[config.mk]
export PLATFORM = sky130hd
export DESIGN_NAME = control_sequencer
export DESIGN_NICKNAME = d
export VERILOG_FILES = /design/src/rtl/ctrl_pkg.sv /design/src/rtl/mem_wait_counter.sv /design/src/rtl/control_sequencer.sv
export SDC_FILE = /design/constraint.sdc
export NUM_CORES = 1
export LEC_CHECK = 0
export BUFFER_PORTS_ARGS = -buffer_cell sky130_fd_sc_hd__buf_2
export CAP_MARGIN = 15
export CORE_MARGIN = 2
export CORE_UTILIZATION = 30
export CTS_CLUSTER_DIAMETER = 80
export CTS_CLUSTER_SIZE = 25
export DETAILED_ROUTE_END_ITERATION = 8
export GPL_TIMING_DRIVEN = 0
export PLACE_DENSITY = 0.61
export SETUP_SLACK_MARGIN = 0.05
export SYNTH_ARGS = -nofsm -noshare
export SYNTH_HDL_FRONTEND = slang
export SYNTH_SLANG_ARGS = --single-unit
[constraint.sdc]
create_clock -name Clock -period 3 [get_ports Clock]
set_input_delay 0.3 -clock Clock [delete_from_list [all_inputs] [get_ports Clock]]
set_output_delay 0.3 -clock Clock [all_outputs]
set_load 0.02 [all_outputs]
[src/rtl/ctrl_pkg.sv]
// Shared definitions for the control sequencer: opcodes, instruction classes,
// state encoding, the strobe bundle and the opcode-to-class decoder.
package ctrl_pkg;

    localparam logic [4:0] OP_LD      = 5'b00000;
    localparam logic [4:0] OP_LDI     = 5'b00001;
    localparam logic [4:0] OP_ST      = 5'b00010;
    localparam logic [4:0] OP_RALU_LO = 5'b00011;
    localparam logic [4:0] OP_RALU_HI = 5'b01011;
    localparam logic [4:0] OP_IALU_LO = 5'b01100;
    localparam logic [4:0] OP_IALU_HI = 5'b01110;
    localparam logic [4:0] OP_MUL     = 5'b01111;
    localparam logic [4:0] OP_DIV     = 5'b10000;
    localparam logic [4:0] OP_BR      = 5'b10010;
    localparam logic [4:0] OP_MFHI    = 5'b11000;
    localparam logic [4:0] OP_MFLO    = 5'b11001;
    localparam logic [4:0] OP_NOP     = 5'b11010;
    localparam logic [4:0] OP_HALT    = 5'b11011;

    // ALU operation used for address and branch-target arithmetic.
    localparam logic [4:0] ALU_ADD = 5'b00011;

    typedef enum logic [3:0] {
        R_ALU, I_ALU, LDI, LD, ST, MULDIV, BR, MFHI, MFLO, NOP, HALT, ILL
    } op_class_e;

    typedef enum logic [3:0] {
        RESET, F0, F1, F2, E3, E4, E5, E6, E7, STOPPED, HALTED
    } state_e;

    // Every datapath strobe the sequencer can raise.
    typedef struct packed {
        logic pc_out;
        logic zlow_out;
        logic zhi_out;
        logic mdr_out;
        logic hi_out;
        logic lo_out;
        logic c_out;
        logic ba_out;
        logic r_out;
        logic pc_in;
        logic ir_in;
        logic mar_in;
        logic mdr_in;
        logic y_in;
        logic z_in;
        logic hi_in;
        logic lo_in;
        logic r_in;
        logic con_in;
        logic inc_pc;
        logic gra;
        logic grb;
        logic grc;
        logic read;
        logic write;
    } strobes_t;

    function automatic op_class_e decode_class(input logic [4:0] op);
        if (op >= OP_RALU_LO && op <= OP_RALU_HI) return R_ALU;
        if (op >= OP_IALU_LO && op <= OP_IALU_HI) return I_ALU;
        case (op)
            OP_LDI:         return LDI;
            OP_LD:          return LD;
            OP_ST:          return ST;
            OP_MUL, OP_DIV: return MULDIV;
            OP_BR:          return BR;
            OP_MFHI:        return MFHI;
            OP_MFLO:        return MFLO;
            OP_NOP:         return NOP;
            OP_HALT:        return HALT;
            default:        return ILL;
        endcase
    endfunction

endpackage

[src/rtl/mem_wait_counter.sv]
// Down-counter that stretches memory steps: reloads MEM_WAIT outside a wait
// step and counts down inside one; zero marks the step's final cycle.
module mem_wait_counter #(
    parameter int MEM_WAIT = 0
) (
    input  logic clock,
    input  logic clear,
    input  logic load,
    input  logic dec,
    output logic zero
);

    localparam logic [3:0] WAIT_INIT = 4'(MEM_WAIT);

    logic [3:0] count;

    // Count register: clear wins, then reload, then decrement.
    always_ff @(posedge clock) begin
        if (clear) begin
            count <= '0;
        end else if (load) begin
            count <= WAIT_INIT;
        end else if (dec) begin
            count <= count - 4'd1;
        end
    end

    assign zero = (count == 4'd0);

endmodule

[src/rtl/control_sequencer.sv]
// Hardwired multi-cycle control unit: fetch, then a class-dependent execute
// sequence decoded from the IR opcode, with memory waits, stop and halt.
module control_sequencer
    import ctrl_pkg::*;
#(
    parameter int DATA_W   = 32,
    parameter int OP_W     = 5,
    parameter int MEM_WAIT = 0
) (
    input  logic              Clock,
    input  logic              Clear,
    input  logic [DATA_W-1:0] IR,
    input  logic              CON_FF,
    input  logic              Stop,
    output logic              PCout,
    output logic              Zlowout,
    output logic              Zhiout,
    output logic              MDRout,
    output logic              HIout,
    output logic              LOout,
    output logic              Cout,
    output logic              BAout,
    output logic              Rout,
    output logic              PCin,
    output logic              IRin,
    output logic              MARin,
    output logic              MDRin,
    output logic              Yin,
    output logic              Zin,
    output logic              HIin,
    output logic              LOin,
    output logic              Rin,
    output logic              CONin,
    output logic              IncPC,
    output logic              Gra,
    output logic              Grb,
    output logic              Grc,
    output logic              Read,
    output logic              Write,
    output logic [OP_W-1:0]   alu_op,
    output logic              Run,
    output logic              Illegal
);

    state_e    state;
    state_e    next_state;
    state_e    last_next;
    op_class_e cls;
    strobes_t  strb;
    logic [OP_W-1:0] opcode;
    logic      in_wait;
    logic      wait_zero;
    logic      unused_ir;

    assign opcode    = IR[DATA_W-1 -: OP_W];
    assign unused_ir = ^IR[DATA_W-OP_W-1:0];
    assign cls       = decode_class(opcode);

    // A step is stretched by the memory wait in F1, LD-E6 and ST-E7 only.
    assign in_wait = (state == F1) ||
                     (state == E6 && cls == LD) ||
                     (state == E7 && cls == ST);

    mem_wait_counter #(.MEM_WAIT(MEM_WAIT)) u_wait (
        .clock (Clock),
        .clear (Clear),
        .load  (!in_wait),
        .dec   (in_wait && !wait_zero),
        .zero  (wait_zero)
    );

    // State register; Clear forces RESET from any state.
    // NOTE: sequential state uses non-blocking assignments so every register
    // samples pre-edge values and simulation matches the synthesised flops.
    always_ff @(posedge Clock) begin
        if (Clear) begin
            state <= RESET;
        end else begin
            state <= next_state;
        end
    end

    // Next-state logic: step through the class sequence, honour waits and Stop.
    // NOTE: every variable gets a default before the case so no path can leave
    // it unassigned and infer a latch.
    always_comb begin
        last_next  = Stop ? STOPPED : F0;
        next_state = state;
        unique case (state)
            RESET:   next_state = F0;
            F0:      next_state = F1;
            F1:      if (wait_zero) next_state = F2;
            F2:      next_state = E3;
            E3: begin
                case (cls)
                    HALT:                 next_state = HALTED;
                    MFHI, MFLO, NOP, ILL: next_state = last_next;
                    default:              next_state = E4;
                endcase
            end
            E4:      next_state = E5;
            E5: begin
                case (cls)
                    R_ALU, I_ALU, LDI: next_state = last_next;
                    default:           next_state = E6;
                endcase
            end
            E6: begin
                case (cls)
                    LD:      if (wait_zero) next_state = E7;
                    ST:      next_state = E7;
                    default: next_state = last_next;
                endcase
            end
            E7: begin
                if (cls != ST || wait_zero) next_state = last_next;
            end
            STOPPED: if (!Stop) next_state = F0;
            HALTED:  next_state = HALTED;
            default: next_state = RESET;
        endcase
    end

    // Moore output decode from state and instruction class.
    always_comb begin
        strb    = '0;
        alu_op  = '0;
        Illegal = 1'b0;
        unique case (state)
            F0: begin
                strb.pc_out = 1'b1; strb.mar_in = 1'b1;
                strb.inc_pc = 1'b1; strb.z_in   = 1'b1;
            end
            F1: begin
                strb.zlow_out = 1'b1; strb.pc_in  = 1'b1;
                strb.read     = 1'b1; strb.mdr_in = 1'b1;
            end
            F2: begin
                strb.mdr_out = 1'b1; strb.ir_in = 1'b1;
            end
            E3: begin
                case (cls)
                    R_ALU, I_ALU, LDI: begin strb.grb = 1'b1; strb.r_out = 1'b1; strb.y_in = 1'b1; end
                    LD, ST:            begin strb.grb = 1'b1; strb.ba_out = 1'b1; strb.y_in = 1'b1; end
                    MULDIV:            begin strb.gra = 1'b1; strb.r_out = 1'b1; strb.y_in = 1'b1; end
                    BR:                begin strb.gra = 1'b1; strb.r_out = 1'b1; strb.con_in = 1'b1; end
                    MFHI:              begin strb.hi_out = 1'b1; strb.gra = 1'b1; strb.r_in = 1'b1; end
                    MFLO:              begin strb.lo_out = 1'b1; strb.gra = 1'b1; strb.r_in = 1'b1; end
                    ILL:               Illegal = 1'b1;
                    default:           ;
                endcase
            end
            E4: begin
                case (cls)
                    R_ALU: begin
                        strb.grc = 1'b1; strb.r_out = 1'b1; strb.z_in = 1'b1;
                        alu_op = opcode;
                    end
                    I_ALU, LDI: begin
                        strb.c_out = 1'b1; strb.z_in = 1'b1;
                        alu_op = (cls == LDI) ? OP_W'(ALU_ADD) : opcode;
                    end
                    LD, ST: begin
                        strb.c_out = 1'b1; strb.z_in = 1'b1;
                        alu_op = OP_W'(ALU_ADD);
                    end
                    MULDIV: begin
                        strb.grb = 1'b1; strb.r_out = 1'b1; strb.z_in = 1'b1;
                        alu_op = opcode;
                    end
                    BR:      begin strb.pc_out = 1'b1; strb.y_in = 1'b1; end
                    default: ;
                endcase
            end
            E5: begin
                case (cls)
                    R_ALU, I_ALU, LDI: begin strb.zlow_out = 1'b1; strb.gra = 1'b1; strb.r_in = 1'b1; end
                    LD, ST:            begin strb.zlow_out = 1'b1; strb.mar_in = 1'b1; end
                    MULDIV:            begin strb.zlow_out = 1'b1; strb.lo_in = 1'b1; end
                    BR: begin
                        strb.c_out = 1'b1; strb.z_in = 1'b1;
                        alu_op = OP_W'(ALU_ADD);
                    end
                    default: ;
                endcase
            end
            E6: begin
                case (cls)
                    LD:      begin strb.read = 1'b1; strb.mdr_in = 1'b1; end
                    ST:      begin strb.gra = 1'b1; strb.r_out = 1'b1; strb.mdr_in = 1'b1; end
                    MULDIV:  begin strb.zhi_out = 1'b1; strb.hi_in = 1'b1; end
                    BR:      begin strb.zlow_out = 1'b1; strb.pc_in = CON_FF; end
                    default: ;
                endcase
            end
            E7: begin
                case (cls)
                    LD:      begin strb.mdr_out = 1'b1; strb.gra = 1'b1; strb.r_in = 1'b1; end
                    ST:      strb.write = 1'b1;
                    default: ;
                endcase
            end
            default: ;
        endcase
    end

    assign Run = !(state == RESET || state == STOPPED || state == HALTED);

    assign PCout   = strb.pc_out;
    assign Zlowout = strb.zlow_out;
    assign Zhiout  = strb.zhi_out;
    assign MDRout  = strb.mdr_out;
    assign HIout   = strb.hi_out;
    assign LOout   = strb.lo_out;
    assign Cout    = strb.c_out;
    assign BAout   = strb.ba_out;
    assign Rout    = strb.r_out;
    assign PCin    = strb.pc_in;
    assign IRin    = strb.ir_in;
    assign MARin   = strb.mar_in;
    assign MDRin   = strb.mdr_in;
    assign Yin     = strb.y_in;
    assign Zin     = strb.z_in;
    assign HIin    = strb.hi_in;
    assign LOin    = strb.lo_in;
    assign Rin     = strb.r_in;
    assign CONin   = strb.con_in;
    assign IncPC   = strb.inc_pc;
    assign Gra     = strb.gra;
    assign Grb     = strb.grb;
    assign Grc     = strb.grc;
    assign Read    = strb.read;
    assign Write   = strb.write;

endmodule

==> flow_metrics.tcl <==
set metrics [dict create \
    outcome "finished, final reports clean" \
    final_cells 336 \
    irDropWorstVdd_mv 0.1434 \
    via_count 1871 \
    overflow 0 \
    clock_path_buffers 2 \
    dr.pass1.iters 4 \
    synthTopCellsByCount "nor2_1, nand2_1, a21oi_1" \
    avgSynthCellArea_um2 6.748 \
    antenna_found_initial 0 \
    grt_pass1_wl_um 8190 \
    max_slew_margin_pct 36.44 \
    drive_gt1_share_pct 29.00 \
    tns_ps 0 \
    power.total_uw 506.9 \
    hold_viol_final 0 \
    syn-num-nets 264 \
    grt_pass1_vias 1671 \
    htreeDepth 1 \
    holdPathStages 2 \
    r2r-end "state[3]$_SDFFE_PP0P_" \
    dieHeight_um 74.98 \
    reg2reg_from "state[2]$_SDFFE_PP0P_" \
    async_flop_share_pct 0 \
    setup_viol 0 \
    synth.most_common_cell "nor2_1" \
    worst_ep_required_time_ps 2700 \
    synth_area_leaders "dfxtp_1, a21oi_1, nor2_1, nand2_1, nor3_1" \
    syn_area_mm2 0.001511 \
    drt-total-wl_um 5040 \
    yosys.area.top_type "dfxtp_1" \
    hp-start "Clear" \
    path_max_fanout 11 \
    utilization_pct 40.21 \
    dp_cells 330 \
    finalWeightedCongestion 0.8746 \
    fmax_ghz 0.3608 \
    detail_route.iter0.violations 231 \
    synthFlopType "dfxtp_1" \
    clock_latency_ps 230 \
    core_mm2 0.004786 \
    synth.yosys.seq_area_share_pct 10.60 \
    crit_arrival_ps 2470 \
    grt_usage_pct 18.57 \
    synth_top_area_share_pct 10.60 \
    hold-path-endpoint "state[2]$_SDFFE_PP0P_" \
    power_density_mw_per_mm2 263.4 \
    rsz0062_at_grt "true" \
    initial_core_util_pct 31.58 \
    cts.sinks 8 \
    synth_compound_area_share_pct 34.77 \
    critPathLaunchType "input port" \
    fin_nets 311 \
    endpoint_kind "primary output" \
    final.min_clock_period_ps 2772 \
    io_pins 68 \
    cts_buffers 3 \
    rows 25 \
    fin_worst_skew_ps 4.013 \
    n_antenna_cell 0 \
    port_buffers 39 \
    area_delta_synth_final_pct 27.32 \
    cts_root_buf "clkbuf_8" \
    vias_per_cell 5.568 \
    tightest_slew_ps 946.1 \
    regArea_um2 160.2 \
    synth_edf_count 0 \
    netlist_instances 224 \
    nFillCells 524 \
    synth_xor_area_share_pct 1.159 \
    yosys.area_share.simple_pct 39.07 \
    r2r_setup_slack_ps 670 \
    grt_start_max_net_pins 11 \
    drv_cap 0 \
    path_clk_slew_ps 40 \
    cts_tree "done" \
    reg2reg_depth 7 \
    finalCritPeriodShare_pct 92.39 \
    yosysWarnings 0 \
    ant_nets 0 \
    multi_input_comb_area_mm2 0.001296 \
    synthMuxAreaShare_pct 3.063 \
    drc_errors 0 \
    synth_top_family_by_area "simple AND/OR/NAND/NOR gates" \
    leakagePower_nw 0.8182 \
    slew_violations 0 \
    hpwl_um 3950 \
    synth-seq-cells 8 \
    die_area_mm2 0.005622 \
    routedWlPerCell_um 15.00 \
    hold_slack_ps 333.9 \
    path_class "input port to primary output" \
    synthAdderAreaFrac_pct 3.311 \
    yosysUniqueCellTypes 56 \
    die_x_um 74.98 \
    hold_path.class "input port to flop" \
]
[cell usage in the layout (no fill, tap or decap), drive strengths merged, types with 5 or more instances in the layout]
cell type,count
dfxtp,8
o21ai,12
nor2,26
o211ai,7
inv,11
nand2,24
clkbuf,7
and3,5
nor2b,6
nor3,14
nand2b,9
buf,51
a21oi,21
a31oi,5
[worst max-delay path: stages]
cell and delay (ps):
buf_2 130, buf_6 140, inv_1 110, ha_4 200, or4b_4 500, o211ai_4 140, o211ai_4 220, o21ai_2 230
o211ai_1 120, a31oi_1 190, buf_2 180
[registers in the layout, indices dropped and copies added, names as in the netlist]
| register | count |
|---|---|
| state | 4 |
| u_wait.count | 4 |
[worst max-delay path by stage]
stage / from / endpoint / slack, ps / cells after the start
after floorplan: IR[27] / Gra / 160 / 9
after global placement: IR[27] / alu_op[0] / -50 / 12
after detailed placement: IR[27] / alu_op[1] / -50 / 12
after CTS: IR[27] / alu_op[1] / 60 / 12
after global routing: state[2]$_SDFFE_PP0P_ / alu_op[0] / 50 / 6
final: IR[27] / alu_op[0] / 230 / 11
[power by group]
group	switching (mW)	leakage, nW	internal [mW]
Sequential	0.00567	0.0650	0.112
Combinational	0.168	0.732	0.0907
Clock	0.0441	0.0216	0.0871
Total	0.218	0.818	0.289
[layout make-up]
cell class,count,share of cell area [%]
Buffer,12,3.966
Clock buffer,3,2.146
Inverter,11,2.146
Multi-Input combinational cell,192,67.36
Sequential cell,8,8.322
Tap cell,67,4.356
Timing Repair Buffer,43,11.70
[cell families after synthesis]
kind of cell | after synthesis
AO/OA/AOI/OAI | 70
XOR/XNOR | 2
adder cells (fa/ha/maj) | 4
buffers and inverters | 24
flip-flops | 8
multiplexers | 4
AND/OR/NAND/NOR | 112
[repair_timing]
| action | in CTS | in global routing |
|---|---|---|
| pin swaps | 1 | 3 |
| endpoints found under the setup margin | 3 | 8 |
| setup buffers | 0 | 4 |
| hold buffers | 0 | 0 |
| resized for setup | 5 | 9 |
[through the flow]
| stage | area (µm²) | worst slack, ps |
|---|---|---|
| after detailed placement | 1790 | -49.16 |
| after CTS | 1843 | 55.86 |
| final | 1924 | 228.3 |
| after floorplan | 1511 | 162.5 |
| after global routing | 1924 | 46.90 |
| after global placement | 1790 | -48.45 |
[per-layer routing]
layer	GRT usage (%)	wire [µm]	up-vias
li1	-	-	924
met4	3.968	80	0
met2	31.48	2452	70
met1	25.00	2210	870
met5	0	0	-
met3	2.677	296	7
Power figures use the tool's default switching activity.
